$ cat config.mk
export PLATFORM = sky130hd
export DESIGN_NAME = pc_fetch_unit_flat
export DESIGN_NICKNAME = d
export VERILOG_FILES = /design/src/rtl/pc_fetch_unit_pkg.sv /design/src/rtl/pc_fetch_unit_if.sv /design/src/rtl/pc_fetch_unit_out_buf.sv /design/src/rtl/pc_fetch_unit.sv /design/src/flat_wrapper.sv
export SDC_FILE = /design/constraint.sdc
export NUM_CORES = 1
export LEC_CHECK = 0
export ABC_AREA = 1
export CELL_PAD_IN_SITES_DETAIL_PLACEMENT = 1
export CELL_PAD_IN_SITES_GLOBAL_PLACEMENT = 1
export CORE_UTILIZATION = 31
export DETAILED_ROUTE_END_ITERATION = 12
export PLACE_DENSITY = 0.82
export SLEW_MARGIN = 20
export SYNTH_ARGS = -nofsm -noshare
export SYNTH_HDL_FRONTEND = slang
export SYNTH_HIERARCHICAL = 1
export SYNTH_SLANG_ARGS = --single-unit
$ cat constraint.sdc
create_clock -name CLK -period 1.95 [get_ports CLK]
set_clock_uncertainty 0.15 [all_clocks]
set_input_delay 0.39 -clock CLK [delete_from_list [all_inputs] [get_ports CLK]]
set_output_delay 0.39 -clock CLK [all_outputs]
set_load 0.03 [all_outputs]
$ cat src/rtl/pc_fetch_unit_pkg.sv
// +----------------------------------------------------------------------------+
// | pc_fetch_unit_pkg : shared fetch constants and FSM state encoding          |
// | Rev 1.0                                                                    |
// +----------------------------------------------------------------------------+
`default_nettype none

package pc_fetch_unit_pkg;

  localparam int          INSTR_BYTES      = 4;
  localparam logic [31:0] DEFAULT_RESET_PC = 32'h0000_0000;

  localparam int STATE_W = 2;
  typedef logic [STATE_W-1:0] fetch_state_t;

  localparam logic [1:0] ST_REQ  = 2'd0;  // free to issue a request
  localparam logic [1:0] ST_WAIT = 2'd1;  // one request outstanding
  localparam logic [1:0] ST_DROP = 2'd2;  // outstanding request squashed by redirect

endpackage

`default_nettype wire

$ cat src/rtl/pc_fetch_unit_if.sv
// +----------------------------------------------------------------------------+
// | pc_fetch_unit_if : redirect, imem request/response and decode handoff bus  |
// | Rev 1.0                                                                    |
// +----------------------------------------------------------------------------+
`default_nettype none

interface pc_fetch_unit_if #(
  parameter int ADDR_W = 32,
  parameter int DATA_W = 32
);

  logic              redirect_valid;
  logic [ADDR_W-1:0] redirect_pc;
  logic              imem_req_valid;
  logic [ADDR_W-1:0] imem_req_addr;
  logic              imem_req_ready;
  logic              imem_rsp_valid;
  logic [DATA_W-1:0] imem_rsp_data;
  logic              inst_valid;
  logic [DATA_W-1:0] inst_data;
  logic [ADDR_W-1:0] inst_pc;
  logic              inst_ready;
  logic [ADDR_W-1:0] pc_out;

  modport master (
    input  redirect_valid, redirect_pc,
    output imem_req_valid, imem_req_addr,
    input  imem_req_ready,
    input  imem_rsp_valid, imem_rsp_data,
    output inst_valid, inst_data, inst_pc,
    input  inst_ready,
    output pc_out
  );

  modport slave (
    output redirect_valid, redirect_pc,
    input  imem_req_valid, imem_req_addr,
    output imem_req_ready,
    output imem_rsp_valid, imem_rsp_data,
    input  inst_valid, inst_data, inst_pc,
    output inst_ready,
    input  pc_out
  );

endinterface

`default_nettype wire

$ cat src/rtl/pc_fetch_unit_out_buf.sv
// +----------------------------------------------------------------------------+
// | fetch_out_buf : one-entry valid/ready instruction buffer with flush        |
// | Rev 1.0                                                                    |
// +----------------------------------------------------------------------------+
`default_nettype none

module fetch_out_buf #(
  parameter int ADDR_W = 32,
  parameter int DATA_W = 32
) (
  input  wire logic              clk,
  input  wire logic              rst,
  input  wire logic              flush,
  input  wire logic              load,
  input  wire logic [DATA_W-1:0] load_data,
  input  wire logic [ADDR_W-1:0] load_pc,
  input  wire logic              out_ready,
  output logic                   out_valid,
  output logic [DATA_W-1:0]      out_data,
  output logic [ADDR_W-1:0]      out_pc
);

  logic              valid_q, valid_d;
  logic [DATA_W-1:0] data_q,  data_d;
  logic [ADDR_W-1:0] pc_q,    pc_d;

  // Flush wins over both load and drain; a consume in the flush cycle is void.
  always_comb begin
    valid_d = valid_q;
    data_d  = data_q;
    pc_d    = pc_q;
    if (flush) begin
      valid_d = 1'b0;
    end else if (load) begin
      valid_d = 1'b1;
      data_d  = load_data;
      pc_d    = load_pc;
    end else if (valid_q && out_ready) begin
      valid_d = 1'b0;
    end
  end

  always_ff @(posedge clk or posedge rst) begin
    if (rst) begin
      valid_q <= 1'b0;
      data_q  <= '0;
      pc_q    <= '0;
    end else begin
      valid_q <= valid_d;
      data_q  <= data_d;
      pc_q    <= pc_d;
    end
  end

  assign out_valid = valid_q;
  assign out_data  = data_q;
  assign out_pc    = pc_q;

endmodule

`default_nettype wire

$ cat src/rtl/pc_fetch_unit.sv
// +----------------------------------------------------------------------------+
// | pc_fetch_unit : fetch PC, single-outstanding imem sequencer, redirects     |
// | Rev 1.0                                                                    |
// +----------------------------------------------------------------------------+
`default_nettype none

module pc_fetch_unit
  import pc_fetch_unit_pkg::*;
#(
  parameter int                ADDR_W   = 32,
  parameter int                DATA_W   = 32,
  parameter logic [ADDR_W-1:0] RESET_PC = ADDR_W'(DEFAULT_RESET_PC)
) (
  input wire logic         CLK,
  input wire logic         Reset,
  pc_fetch_unit_if.master  bus
);

  fetch_state_t      state_q, state_d;
  logic [ADDR_W-1:0] pc_q, pc_d;
  logic [ADDR_W-1:0] req_pc_q, req_pc_d;

  logic              req_valid;
  logic              req_fire;
  logic              buf_load;
  logic              buf_valid;
  logic [DATA_W-1:0] buf_data;
  logic [ADDR_W-1:0] buf_pc;
  logic [ADDR_W-1:0] redirect_aligned;

  assign redirect_aligned = bus.redirect_pc & ~ADDR_W'(INSTR_BYTES - 1);

  // Issue only when the buffer will be free by the time the response lands.
  assign req_valid = (state_q == ST_REQ) && !bus.redirect_valid &&
                     (!buf_valid || bus.inst_ready) && !Reset;
  assign req_fire  = req_valid && bus.imem_req_ready;

  always_comb begin
    state_d  = state_q;
    pc_d     = pc_q;
    req_pc_d = req_pc_q;
    buf_load = 1'b0;
    if (bus.redirect_valid) begin
      pc_d = redirect_aligned;
      case (state_q)
        ST_WAIT: state_d = bus.imem_rsp_valid ? ST_REQ : ST_DROP;
        ST_DROP: state_d = ST_DROP;
        default: state_d = ST_REQ;
      endcase
    end else begin
      case (state_q)
        ST_REQ: begin
          if (req_fire) begin
            req_pc_d = pc_q;
            pc_d     = pc_q + ADDR_W'(INSTR_BYTES);
            state_d  = ST_WAIT;
          end
        end
        ST_WAIT: begin
          if (bus.imem_rsp_valid) begin
            buf_load = 1'b1;
            state_d  = ST_REQ;
          end
        end
        ST_DROP: begin
          if (bus.imem_rsp_valid) begin
            state_d = ST_REQ;
          end
        end
        default: state_d = ST_REQ;
      endcase
    end
  end

  always_ff @(posedge CLK or posedge Reset) begin
    if (Reset) begin
      state_q  <= ST_REQ;
      pc_q     <= RESET_PC;
      req_pc_q <= '0;
    end else begin
      state_q  <= state_d;
      pc_q     <= pc_d;
      req_pc_q <= req_pc_d;
    end
  end

  fetch_out_buf #(
    .ADDR_W (ADDR_W),
    .DATA_W (DATA_W)
  ) u_out_buf (
    .clk       (CLK),
    .rst       (Reset),
    .flush     (bus.redirect_valid),
    .load      (buf_load),
    .load_data (bus.imem_rsp_data),
    .load_pc   (req_pc_q),
    .out_ready (bus.inst_ready),
    .out_valid (buf_valid),
    .out_data  (buf_data),
    .out_pc    (buf_pc)
  );

  assign bus.imem_req_valid = req_valid;
  assign bus.imem_req_addr  = pc_q;
  assign bus.inst_valid     = buf_valid;
  assign bus.inst_data      = buf_data;
  assign bus.inst_pc        = buf_pc;
  assign bus.pc_out         = pc_q;

endmodule

`default_nettype wire

$ cat src/flat_wrapper.sv
// flat-port wrapper written by rule: the top's interface ports become plain ports
module pc_fetch_unit_flat import pc_fetch_unit_pkg::*;
#(
  parameter int                ADDR_W   = 32,
  parameter int                DATA_W   = 32,
  parameter logic [ADDR_W-1:0] RESET_PC = ADDR_W'(DEFAULT_RESET_PC)
)
  (CLK, Reset, bus_redirect_valid, bus_redirect_pc, bus_imem_req_valid, bus_imem_req_addr, bus_imem_req_ready, bus_imem_rsp_valid, bus_imem_rsp_data, bus_inst_valid, bus_inst_data, bus_inst_pc, bus_inst_ready, bus_pc_out);
  pc_fetch_unit_if #(.ADDR_W(ADDR_W), .DATA_W(DATA_W)) bus_i ();
  input wire logic CLK;
  input wire logic Reset;
  input wire logic [$bits(bus_i.redirect_valid)-1:0] bus_redirect_valid;
  input wire logic [$bits(bus_i.redirect_pc)-1:0] bus_redirect_pc;
  output wire logic [$bits(bus_i.imem_req_valid)-1:0] bus_imem_req_valid;
  output wire logic [$bits(bus_i.imem_req_addr)-1:0] bus_imem_req_addr;
  input wire logic [$bits(bus_i.imem_req_ready)-1:0] bus_imem_req_ready;
  input wire logic [$bits(bus_i.imem_rsp_valid)-1:0] bus_imem_rsp_valid;
  input wire logic [$bits(bus_i.imem_rsp_data)-1:0] bus_imem_rsp_data;
  output wire logic [$bits(bus_i.inst_valid)-1:0] bus_inst_valid;
  output wire logic [$bits(bus_i.inst_data)-1:0] bus_inst_data;
  output wire logic [$bits(bus_i.inst_pc)-1:0] bus_inst_pc;
  input wire logic [$bits(bus_i.inst_ready)-1:0] bus_inst_ready;
  output wire logic [$bits(bus_i.pc_out)-1:0] bus_pc_out;
  assign bus_i.redirect_valid = bus_redirect_valid;
  assign bus_i.redirect_pc = bus_redirect_pc;
  assign bus_imem_req_valid = bus_i.imem_req_valid;
  assign bus_imem_req_addr = bus_i.imem_req_addr;
  assign bus_i.imem_req_ready = bus_imem_req_ready;
  assign bus_i.imem_rsp_valid = bus_imem_rsp_valid;
  assign bus_i.imem_rsp_data = bus_imem_rsp_data;
  assign bus_inst_valid = bus_i.inst_valid;
  assign bus_inst_data = bus_i.inst_data;
  assign bus_inst_pc = bus_i.inst_pc;
  assign bus_i.inst_ready = bus_inst_ready;
  assign bus_pc_out = bus_i.pc_out;
  pc_fetch_unit #(.ADDR_W(ADDR_W), .DATA_W(DATA_W), .RESET_PC(RESET_PC)) u_core (.CLK(CLK), .Reset(Reset), .bus(bus_i));
endmodule
# Word level (Yosys, flattened, before mapping)
# Index checks and enable logic that the tools add are counted.
# word_totals
regBits	131
elab_cells	45
ram_bits	0
rom_bits	0
latchBits	0
n_memories	0
# op_classes
n_div	0
magnitude_cmp	0
n_shift	0
add_sub_neg	1
reduce_logical	18
bitwise_logic	1
eq_ne	4
muxes	15
mul	0
# ops
op	count
$mux 32	3
$add 32x3->32 const B	1
$mux 2	4
$pmux 2 s2	2
$mux 1	6
$reduce_and 2->1	3
$logic_and 1x1->1	5
$reduce_bool 2->1	2
$logic_not 1->1	3
$ne 3x1->1 const B	1
$ne 3x2->1 const B	1
$reduce_and 3->1	1
$reduce_bool 3->1	1
$eq 2x1->1 const B	1
$eq 2x2->1 const B	1
$logic_not 2->1	1
$reduce_or 2->1	1
$logic_or 1x1->1	1
$not 1->1	1

# Depth between registers and ports, before layout
# Gate-level depths: netlist of run 1.
# logic_depth
word_depth	8
ltp_mapped	11
depth_no_buf	11

# Hierarchy
# Netlist of run 1, hierarchy kept.
# modules_own_cells
mod	area_per_inst_um2	n_inst	cells_each
pc_fetch_unit	3773.6	1	512
fetch_out_buf	2615.0	1	284

# Worst setup path before layout of run 1
# OpenSTA, ideal clock, no wires.
# synth_timing
kind	flip-flop to flip-flop
startpoint	register u_core.pc_q[3], in the netlist u_core/bus.imem_req_addr[3]
endpoint	register u_core.pc_q[24], in the netlist u_core/bus.imem_req_addr[24]
n_path_buf	0
path_stages_with_launch	11
period_less_slack_ns	1.820
setup_slack_ns	0.130
required_time_ns	1.683
setup_ns	0.117
t_arrival_ns	1.553
cell_sequence	dfrtp_1 ha_1 nand2_2 nor2_4 nand2_4 nor2_4 nand2_1 nand2_1 nand3_1 nand2_1 nand2_1
# synth_between
elab_chain_len	4
# synth_rtl
element	line	rtl
start, declared	pc_fetch_unit.sv:20	logic [ADDR_W-1:0] pc_q, pc_d;
start signal, assigned	pc_fetch_unit.sv:82	pc_q <= pc_d;
$add 32x3->32	pc_fetch_unit.sv:55	pc_d = pc_q + ADDR_W'(INSTR_BYTES);
$mux 32	pc_fetch_unit.sv:53	if (req_fire) begin
$mux 32	pc_fetch_unit.sv:51	case (state_q)
$mux 32	pc_fetch_unit.sv:43	if (bus.redirect_valid) begin
# Every way passes these cells. The select of a mux whose other input is x is not followed.
# A chain may end at the register's enable or synchronous reset.

# Final worst setup path of run 1
# layout_timing
startpoint	register u_core.state_q[0]
endpoint	output bus_imem_req_valid
# layout_between
elab_chain_len	4
# layout_rtl
element	line	rtl
start, declared	pc_fetch_unit.sv:19	fetch_state_t state_q, state_d;
start signal, assigned	pc_fetch_unit.sv:81	state_q <= state_d;
$logic_not 2->1	pc_fetch_unit.sv:34	assign req_valid = (state_q == ST_REQ) && !bus.redirect_valid &&
$logic_and 1x1->1 (2 in series)	pc_fetch_unit.sv:34	
$logic_and 1x1->1	pc_fetch_unit.sv:35	(!buf_valid || bus.inst_ready) && !Reset;
end, declared	flat_wrapper.sv:14	output wire logic [$bits(bus_i.imem_req_valid)-1:0] bus_imem_req_valid;
# Every way passes these cells.

==> run summary, run 1 <==
outcome -> finished, violations left
violated checks -> negative setup slack
Synth Register Bits -> 127
number of H-tree levels -> 4
Die H -> 145.6 um
setup TNS -> -39.43 ps
Die ar. -> 21,190 um2
Worst-Margin Slew -> 521.2 ps
total of max-cap violations -> 0
CTS tree -> built
hold crit path type -> primary input to async pin
Non-Filler Instances -> 1,274
WS Path Type -> flop to primary output
crit path max fanout -> 3
multi-input logic area -> 2531 um2
Placer Congestion -> 0.8265
Die Span X -> 145.6 um
Clk Latency, worst-skew pair -> 410 ps
hold_buf cts -> 0
Antenna Nets Post-Route -> 0
vias in the first global route -> 6,299
largest net degree at the start of global routing -> 63
Worst IR Drop VDD -> 0.5554 mV
grt ovf -> 0
Netlist cell types -> 32
Via density -> 4.737
Critical Path RT -> 1410 ps
first-pass GRT wire length -> 33.43 mm
Port Buffers -> 193
fillers -> 2,439
P&R area growth vs syn -> 43.62%
Pins Over Slew Limit -> 0
Clock Sinks -> 127
synth warn -> 6
FF/Latch Area -> 3178 um2
Starting Density -> 0.3157
synthesized instance count -> 796
initial antenna violation count -> 0
Slew headroom -> 0.6499
min cycle time layout -> 1989 ps
power per cell area -> 1362 nW/um2
commonest non-fill, non-tap cells in the layout -> nand2_1, dfrtp_1, dlygate4sd2_1
CP Capture Type -> primary output
Fmax achieved -> 0.5027 GHz
core area -> 20,230 um2
# IOs -> 200
sequential area share after synthesis -> 0.4975
fin nets -> 1,065
Clk pin slew, worst setup/hold paths -> 50 ps
final wirelength -> 20.78 mm
Post-Place Cells -> 1,235
arrival time worst endpoint -> 1450 ps
ratio of cells with drive above 1 in the final layout -> 0.1215
deepest clock path buffer count -> 2
Core Rows -> 52
CTS buffer count -> 17
antenna cells -> 0
RSZ-0062 raised after global routing -> true
Worst Slack Setup Final -> -39.43 ps
vias -> 6,035
# DRC -> 0
final hold viol count -> 0
CTS root buf -> clkbuf_16
synthesized area per cell -> 8.026 um2
leading cell type in the layout, fill and taps excluded -> nand2_1
GRT Overall Usage -> 0.2007
drt wl/cell -> 16.31 um
DRT Pass-1 Iters -> 4
Lkg Pwr -> 4.740 nW
Synth Cell Area -> 6389 um2
Initial DRC Count -> 239
Setup Viol. Count Final -> 1
Setup crit start kind -> flop
fin crit share -> 1.020
DP HPWL -> 14.96 mm
==> synth_stat cells <==
library cell  number  area share
buf_2             16       0.013
nand2_2            6      0.0059
nand4_1            5      0.0049
ha_1               4      0.0078
nand2_1          273        0.16
xnor2_1            1      0.0014
a21oi_1            6      0.0047
inv_1             62       0.036
conb_1             1     0.00059
clkbuf_1           6      0.0035
nand3_4            1      0.0027
nand3_2            3      0.0047
nor3_1             4      0.0031
nand2_4            2      0.0035
clkbuf_8           1      0.0022
inv_2              4      0.0023
o221ai_1           1      0.0014
o22ai_1            1     0.00098
o21ai_0           40       0.031
dfrtp_1          127        0.50
nor2_8             1      0.0031
a21oi_2            1      0.0014
nor2_4             8       0.014
buf_4             38       0.045
xor2_1             7      0.0096
o21ai_1            2      0.0016
o211ai_1           4      0.0047
nand3_1          108       0.085
buf_6              8       0.014
nor2_2             3      0.0029
nor2_1            50       0.029
or2_2              2      0.0020
==> metrics by stage <==
stage	power, mW	hold slack [ps]	utilization	cell area, um2	worst slack [ps]
global route	13.21	273.9	0.4534	9175	-106.9
detailed placement	9.794	309.3	0.4260	8621	-229.1
finish	12.50	257.8	0.4534	9175	-39.43
floorplan	7.377	299.7	-	6415	129.5
CTS	12.55	246.4	0.4505	9116	-25.16
global placement	9.601	303.4	0.4260	8621	-149.1
==> sequential cells by signal (all words and copies together) (netlist names) <==
signal	cells
u_core/u_out_buf/out_data	32
u_core/bus.imem_req_addr	30
u_core/u_out_buf/out_pc	32
u_core/state_q	2
u_core/u_out_buf/out_valid	1
u_core/req_pc_q	30
==> cells by family (layout without fill, tap and decap cells) <==
logic type	Yosys count	count (layout)	synth area share
xor gates and xnor gates	8	8	0.01097
other	1	6	0.0005870
adders and majority gates	4	4	0.007834
DFF	127	127	0.4975
and+or+nand+nor	466	466	0.3214
AOI/OAI and AO/OA	55	55	0.04603
buffers and inverters	135	338	0.1157
==> cell type report <==
| class | instances | share of cell area |
|---|---|---|
| sequential | 127 | 0.3464 |
| multi-input combinational | 539 | 0.2759 |
| timing repair buffer | 240 | 0.2472 |
| clock buffer | 28 | 0.05741 |
| tap | 270 | 0.03682 |
| inverter | 66 | 0.02836 |
| clock inverter | 4 | 0.007909 |
==> critical path, stage by stage, from the launching register on <==
cell     delay (ps)
dfrtp_1         400
inv_2           100
ha_4            140
inv_2            40
nor2_4          100
nand2_2          70
inv_2            60
buf_6           120
==> power breakdown <==
part	switching, mW	internal (mW)	total, mW
Clock	1.11	2.09	3.20
Combinational	3.27	1.65	4.93
Sequential	0.705	3.67	4.37
Total	5.09	7.41	12.5
==> worst paths after layout <==
kind                                         startpoint                            to  slack, ps  cells past startpoint
min reg2reg                u_core/u_out_buf/out_data[4]  u_core/u_out_buf/out_data[4]        310                      2
max reg2reg                           u_core/state_q[0]            u_core/req_pc_q[9]         10                     10
max in group asynchronous                         Reset           u_core/req_pc_q[30]        950                      4
min                                               Reset    u_core/u_out_buf/out_pc[4]        260                      3
min in group CLK           u_core/u_out_buf/out_data[4]  u_core/u_out_buf/out_data[4]        310                      2
max                                   u_core/state_q[0]            bus_imem_req_valid        -40                      7
==> layer usage <==
metal,track usage,vias to the layer above,wire length [um],part of all wire
met2,0.3358,187,10000,0.48
met3,0.04608,31,952,0.046
met1,0.2569,2940,9384,0.45
li1,-,2877,-,-
met5,0,-,0,0
met4,0.06368,0,433,0.021
==> timing repair <==
| item | CTS | global route |
|---|---|---|
| gates cloned | 0 | 0 |
| hold endpoints to repair | 0 | 0 |
| endpoints found under the setup margin | 125 | 30 |
| gates resized for setup | 131 | 29 |
| pin swaps | 2 | 2 |
| buffers inserted | 5 | 3 |
Note: power is estimated with default switching activity, not from simulation.
==> run 2, diff against run 1 <==
--- a/config.mk
+++ b/config.mk
@@ -8,9 +8,10 @@
 export ABC_AREA = 1
 export CELL_PAD_IN_SITES_DETAIL_PLACEMENT = 1
 export CELL_PAD_IN_SITES_GLOBAL_PLACEMENT = 1
-export CORE_UTILIZATION = 31
+export CORE_UTILIZATION = 41
 export DETAILED_ROUTE_END_ITERATION = 12
-export PLACE_DENSITY = 0.82
+export DONT_BUFFER_PORTS = 1
+export PLACE_DENSITY = 0.79
 export SLEW_MARGIN = 20
 export SYNTH_ARGS = -nofsm -noshare
 export SYNTH_HDL_FRONTEND = slang
==> run summary, run 2 (synthesis gave the netlist of run 1 again) <==
Port Buffers -> 0 (-100%)
WS Path Type -> flop to primary output
r2r startpoint -> u_core/state_q[0]
final hold viol count -> 0 (unchanged)
leading cell type in the layout, fill and taps excluded -> nand2_1
initial antenna violation count -> 0 (unchanged)
first-pass GRT wire length -> 30.23 mm (-9.6%)
Initial DRC Count -> 215 (-10%)
hold crit path type -> primary input to flop
Core Rows -> 45 (-13%)
Worst path slowest cell -> dfrtp_1
Post-Place Cells -> 972 (-21%)
Clock Sinks -> 127 (unchanged)
fillers -> 1,822 (-25%)
FF-to-FF setup slack -> 110 ps (+100 ps)
Critical Path, Cell by Cell -> inv_2, ha_4, inv_2, nor2_4, nand2_2, inv_4
CP peak stage delay -> 390 ps (about the same)
antenna cells -> 0 (unchanged)
Critical Path RT -> 1410 ps (about the same)
total of max-cap violations -> 0 (unchanged)
CTS buffer count -> 17 (unchanged)
DP HPWL -> 13.00 mm (-13%)
Setup crit start kind -> flop
Starting Density -> 0.4202 (+0.1045)
commonest non-fill, non-tap cells in the layout -> nand2_1, dfrtp_1, nand3_1
# IOs -> 200 (unchanged)
CTS root buf -> clkbuf_16
Worst-Margin Slew -> 553.5 ps (+32.30 ps)
RSZ-0062 raised after global routing -> true
Die Span X -> 126.8 um (-13%)
arrival time worst endpoint -> 1380 ps (-70 ps)
Die H -> 126.8 um (-13%)
number of H-tree levels -> 4 (unchanged)
worst flop-to-flop path endpoint -> u_core/bus.imem_req_addr[6]
vias in the first global route -> 5,719 (-9.2%)
FF-to-FF path depth -> 9 (-1)
CP Capture Type -> primary output
Non-Filler Instances -> 1,063 (-17%)
vias -> 5,472 (-9.3%)
fin nets -> 937 (-12%)
Antenna Nets Post-Route -> 0 (unchanged)
CTS tree -> built
sink of the worst hold path -> u_core/u_out_buf/out_data[18]
grt ovf -> 0 (unchanged)
Clk Latency, worst-skew pair -> 420 ps (about the same)
DRT Pass-1 Iters -> 4 (unchanged)
Slew headroom -> 0.6298 (-0.02007)
Clk pin slew, worst setup/hold paths -> 60 ps (about the same)
deepest clock path buffer count -> 2 (unchanged)
power per cell area -> 1480 nW/um2 (+8.6%)
final wirelength -> 18.92 mm (-8.9%)
drt wl/cell -> 17.80 um (+9.2%)
Placed Area -> 6619 um2 (-23%)
Hold Path Cell Cnt -> 2
Final Instance Area -> 7838 um2 (-15%)
min cycle time layout -> 1919 ps (-70.15 ps)
ratio of cells with drive above 1 in the final layout -> 0.1463 (+0.02477)
largest net degree at the start of global routing -> 63 (unchanged)
Setup Viol. Count Final -> 0 (-1)
Worst IR Drop VDD -> 0.6450 mV (+16%)
Fmax achieved -> 0.5210 GHz (+3.7%)
# DRC -> 0 (unchanged)
Lkg Pwr -> 3.958 nW (-17%)
Die ar. -> 16,080 um2 (-24%)
Pins Over Slew Limit -> 0 (unchanged)
GRT Overall Usage -> 0.2449 (+0.04422)
Placer Congestion -> 0.8748 (+5.8%)
crit path max fanout -> 3 (unchanged)
fin crit share -> 0.9842 (-0.03597)
core area -> 15,200 um2 (-25%)
P&R area growth vs syn -> 22.68%
hold path start -> bus_imem_rsp_data[18]
outcome -> finished clean
crit-path most repeated cell -> inv_2
Via density -> 5.148 (+8.7%)
[run 2: stage by stage]
step / hold slack [ps] / total power [mW] / setup TNS (ps) / setup WS [ps] / utilization
2_1_floorplan: 299.7 / 7.377 / 0 / 129.5 / -
3_3_place_gp: 228.4 / 7.908 / 0 / 94.93 / 0.4354
3_5_place_dp: 232.3 / 8.117 / 0 / 25.68 / 0.4354
4_1_cts: 0.3309 / 11.63 / -8.572 / -8.572 / 0.5139
5_1_grt: 24.37 / 12.22 / -13.87 / -13.87 / 0.5156
6_report: 3.861 / 11.60 / 0 / 30.72 / 0.5156
[run 2: final cells by class]
cell class,instances,area (um2),share of cell area
clock buffer,19,442.9,0.05651
sequential,127,3178,0.4055
tap,188,235.2,0.03001
timing repair buffer,112,1039,0.1325
inverter,66,257.7,0.03289
multi-input combinational,539,2517,0.3212
clock inverter,12,167.7,0.02139
[run 2: routing by layer]
layer,up-vias,GRT usage,part of all wire
li1,2605,-,-
met1,2643,0.2951,0.43
met2,193,0.4144,0.48
met3,31,0.07170,0.074
met4,0,0.09244,0.020
met5,-,0,0
[run 2: worst max-delay path by stage]
stage / endpoint / depth (start not counted) / slack (ps) / start
2_1_floorplan: u_core/bus.imem_req_addr[24] / 10 / 130 / u_core/bus.imem_req_addr[3]
6_report: bus_imem_req_valid / 6 / 30 / u_core/state_q[0]
3_3_place_gp: u_core/bus.imem_req_addr[6] / 9 / 90 / u_core/state_q[0]
3_5_place_dp: u_core/bus.imem_req_addr[6] / 9 / 30 / u_core/state_q[0]
4_1_cts: bus_imem_req_valid / 6 / -9 / u_core/state_q[0]
5_1_grt: bus_imem_req_valid / 6 / -10 / u_core/state_q[0]
[run 2: critical path: cells and delay by family, from the launching register on]
| kind | cells | cell delay [ps] |
|---|---|---|
| and+or+nand+nor | 2 | 210 |
| buffers and inverters | 3 | 240 |
| adders and majority gates | 1 | 130 |
| DFF | 1 | 390 |
[run 2: power by group]
part / leakage [nW] / switching, mW / internal (mW)
registers: 1.59 / 2.06 / 3.65
logic: 2.07 / 1.71 / 0.897
clock network: 0.294 / 1.13 / 2.15
[run 2: timing repair]
item                                    CTS  global route
hold buffers                             53             1
endpoints found under the setup margin    2             2
endpoints found under the hold margin   172             1
resized for setup                         9             0
pin swaps                                 2             2
gates cloned                              0             0
setup buffers                             4             2
==> run 3, diff against run 2 <==
--- a/config.mk
+++ b/config.mk
@@ -11,6 +11,7 @@
 export CORE_UTILIZATION = 41
 export DETAILED_ROUTE_END_ITERATION = 12
 export DONT_BUFFER_PORTS = 1
+export GPL_ROUTABILITY_DRIVEN = 0
 export PLACE_DENSITY = 0.79
 export SLEW_MARGIN = 20
 export SYNTH_ARGS = -nofsm -noshare
==> run summary, run 3 (synthesis gave the netlist of run 1 again) <==
outcome -> finished, violations left
violated checks -> negative setup slack
Antenna Nets Post-Route -> 0 (unchanged)
vias -> 5,615 (+2.6%)
grt ovf -> 0 (unchanged)
r2r startpoint -> u_core/state_q[1]
Setup crit start kind -> flop
GRT Overall Usage -> 0.2579 (+0.01297)
WS Path Type -> flop to primary output
Initial DRC Count -> 309 (+44%)
CTS root buf -> clkbuf_16
deepest clock path buffer count -> 2 (unchanged)
Final Instance Area -> 7865 um2 (+0.35%)
DP HPWL -> 13.23 mm (+1.8%)
total power -> 11.57 mW (-0.22%)
first-pass GRT wire length -> 31.94 mm (+5.7%)
Pins Over Slew Limit -> 0 (unchanged)
P&R area growth vs syn -> 23.11%
FF-to-FF setup slack -> 50 ps (-60 ps)
number of H-tree levels -> 4 (unchanged)
Clock Sinks -> 127 (unchanged)
Die ar. -> 16,080 um2 (unchanged)
Via density -> 5.277 (+2.5%)
commonest non-fill, non-tap cells in the layout -> nand2_1, dfrtp_1, nand3_1
hold crit path type -> primary input to flop
Fmax achieved -> 0.4876 GHz (-6.4%)
Worst Slack Setup Final -> -100.7 ps (-131.4 ps)
antenna cells -> 0 (unchanged)
CTS buffer count -> 17 (unchanged)
Starting Density -> 0.4202 (unchanged)
Placed Area -> 6591 um2 (-0.42%)
Port Buffers -> 0 (unchanged)
final hold viol count -> 0 (unchanged)
CTS tree -> built
largest net degree at the start of global routing -> 65 (+3.2%)
Clk pin slew, worst setup/hold paths -> 50 ps (about the same)
final wirelength -> 20.10 mm (+6.2%)
Core Rows -> 45 (unchanged)
# IOs -> 200 (unchanged)
arrival time worst endpoint -> 1510 ps (+130 ps)
Post-Place Worst Slack -> -122.7 ps (-148.4 ps)
worst hold slack -> 32.66 ps (+28.79 ps)
initial antenna violation count -> 0 (unchanged)
ratio of cells with drive above 1 in the final layout -> 0.1438 (-0.002450)
# DRC -> 0 (unchanged)
Lkg Pwr -> 3.967 nW (+0.24%)
Clk Latency, worst-skew pair -> 410 ps (about the same)
min cycle time layout -> 2051 ps (+131.4 ps)
DRT Pass-1 Iters -> 4 (unchanged)
Worst IR Drop VDD -> 0.6146 mV (-4.7%)
vias in the first global route -> 5,914 (+3.4%)
Die Span X -> 126.8 um (unchanged)
CP Capture Type -> primary output
Die H -> 126.8 um (unchanged)
Setup Viol. Count Final -> 1 (+1)
setup TNS -> -100.7 ps (-100.7 ps)
fin crit share -> 1.052 (+0.06738)
drt wl/cell -> 18.89 um (+6.1%)
RSZ-0062 raised after global routing -> true
leading cell type in the layout, fill and taps excluded -> nand2_1
hold path start -> bus_imem_rsp_data[14]
fin nets -> 938 (+0.11%)
total of max-cap violations -> 0 (unchanged)
core area -> 15,200 um2 (unchanged)
power per cell area -> 1471 nW/um2 (-0.57%)
crit path max fanout -> 2 (-1)
Worst Setup SP -> u_core/state_q[1]
Critical Path RT -> 1410 ps (about the same)
run 3: changes by cell type in the layout (fill, tap and decap cells not counted), moves of 2 or more:
cell / previous run / this run
o21ai_1: 2 / 4
inv_6: 0 / 2
clkinvlp_4: 5 / 2
buf_4: 53 / 50
buf_6: 0 / 2
clkbuf_1: 1 / 5
o21ai_0: 40 / 38
run 3: path summary, 6_finish.rpt:
check | to | cells after the start
setup / recovery | bus_imem_req_valid | 7
hold / removal | u_core/u_out_buf/out_data[14] | 2
setup reg to reg | u_core/req_pc_q[13] | 8
hold reg to reg | u_core/req_pc_q[8] | 2
max in group asynchronous | u_core/bus.imem_req_addr[23] | 3
min in group asynchronous | u_core/bus.imem_req_addr[28] | 2
run 3: report_power, final:
group          switching [mW]  internal (mW)  leakage, nW  total, mW
combinational            1.76          0.907         2.09       2.66
clock                    1.10           2.06        0.288       3.17
sequential               2.09           3.65         1.59       5.74
total                    4.95           6.62         3.97       11.6
run 3: worst max-delay path, stage by stage (launching register included):
cell	delay, ps
dfrtp_1	400
inv_2	100
ha_4	140
inv_2	40
nor2_4	140
buf_6	130
nand2_4	60
inv_6	100
run 3: metrics by stage:
stage	utilization	std cells
after floorplan	-	801
after global placement	0.4336	970
after detailed placement	0.4336	970
after CTS	0.5128	1060
after global routing	0.5174	1064
final	0.5174	1064
run 3: what timing repair did:
action                     CTS  global route
gates resized for setup     14             9
setup endpoints to repair    6            14
pin swaps                    2             2
hold endpoints to repair   154             0
gates cloned                 0             1
buffers inserted             4             3
hold buffers                55             0
run 3: final cells by class:
class | instances | area, um2
multi-input cells | 539 | 2530
fillers | 1777 | 7337
inverters | 66 | 265.3
clock buffers | 24 | 471.7
clock inverters | 7 | 110.1
flip-flops and latches | 127 | 3179
well taps | 188 | 235.2
repair buffers | 113 | 1074
run 3: routing by layer:
layer  share of wire  routed length (um)  track usage
met5               0                   0            0
met4           0.020                 405      0.09664
met3           0.074                1488      0.08435
met2            0.50                9989       0.4367
met1            0.41                8219       0.3050
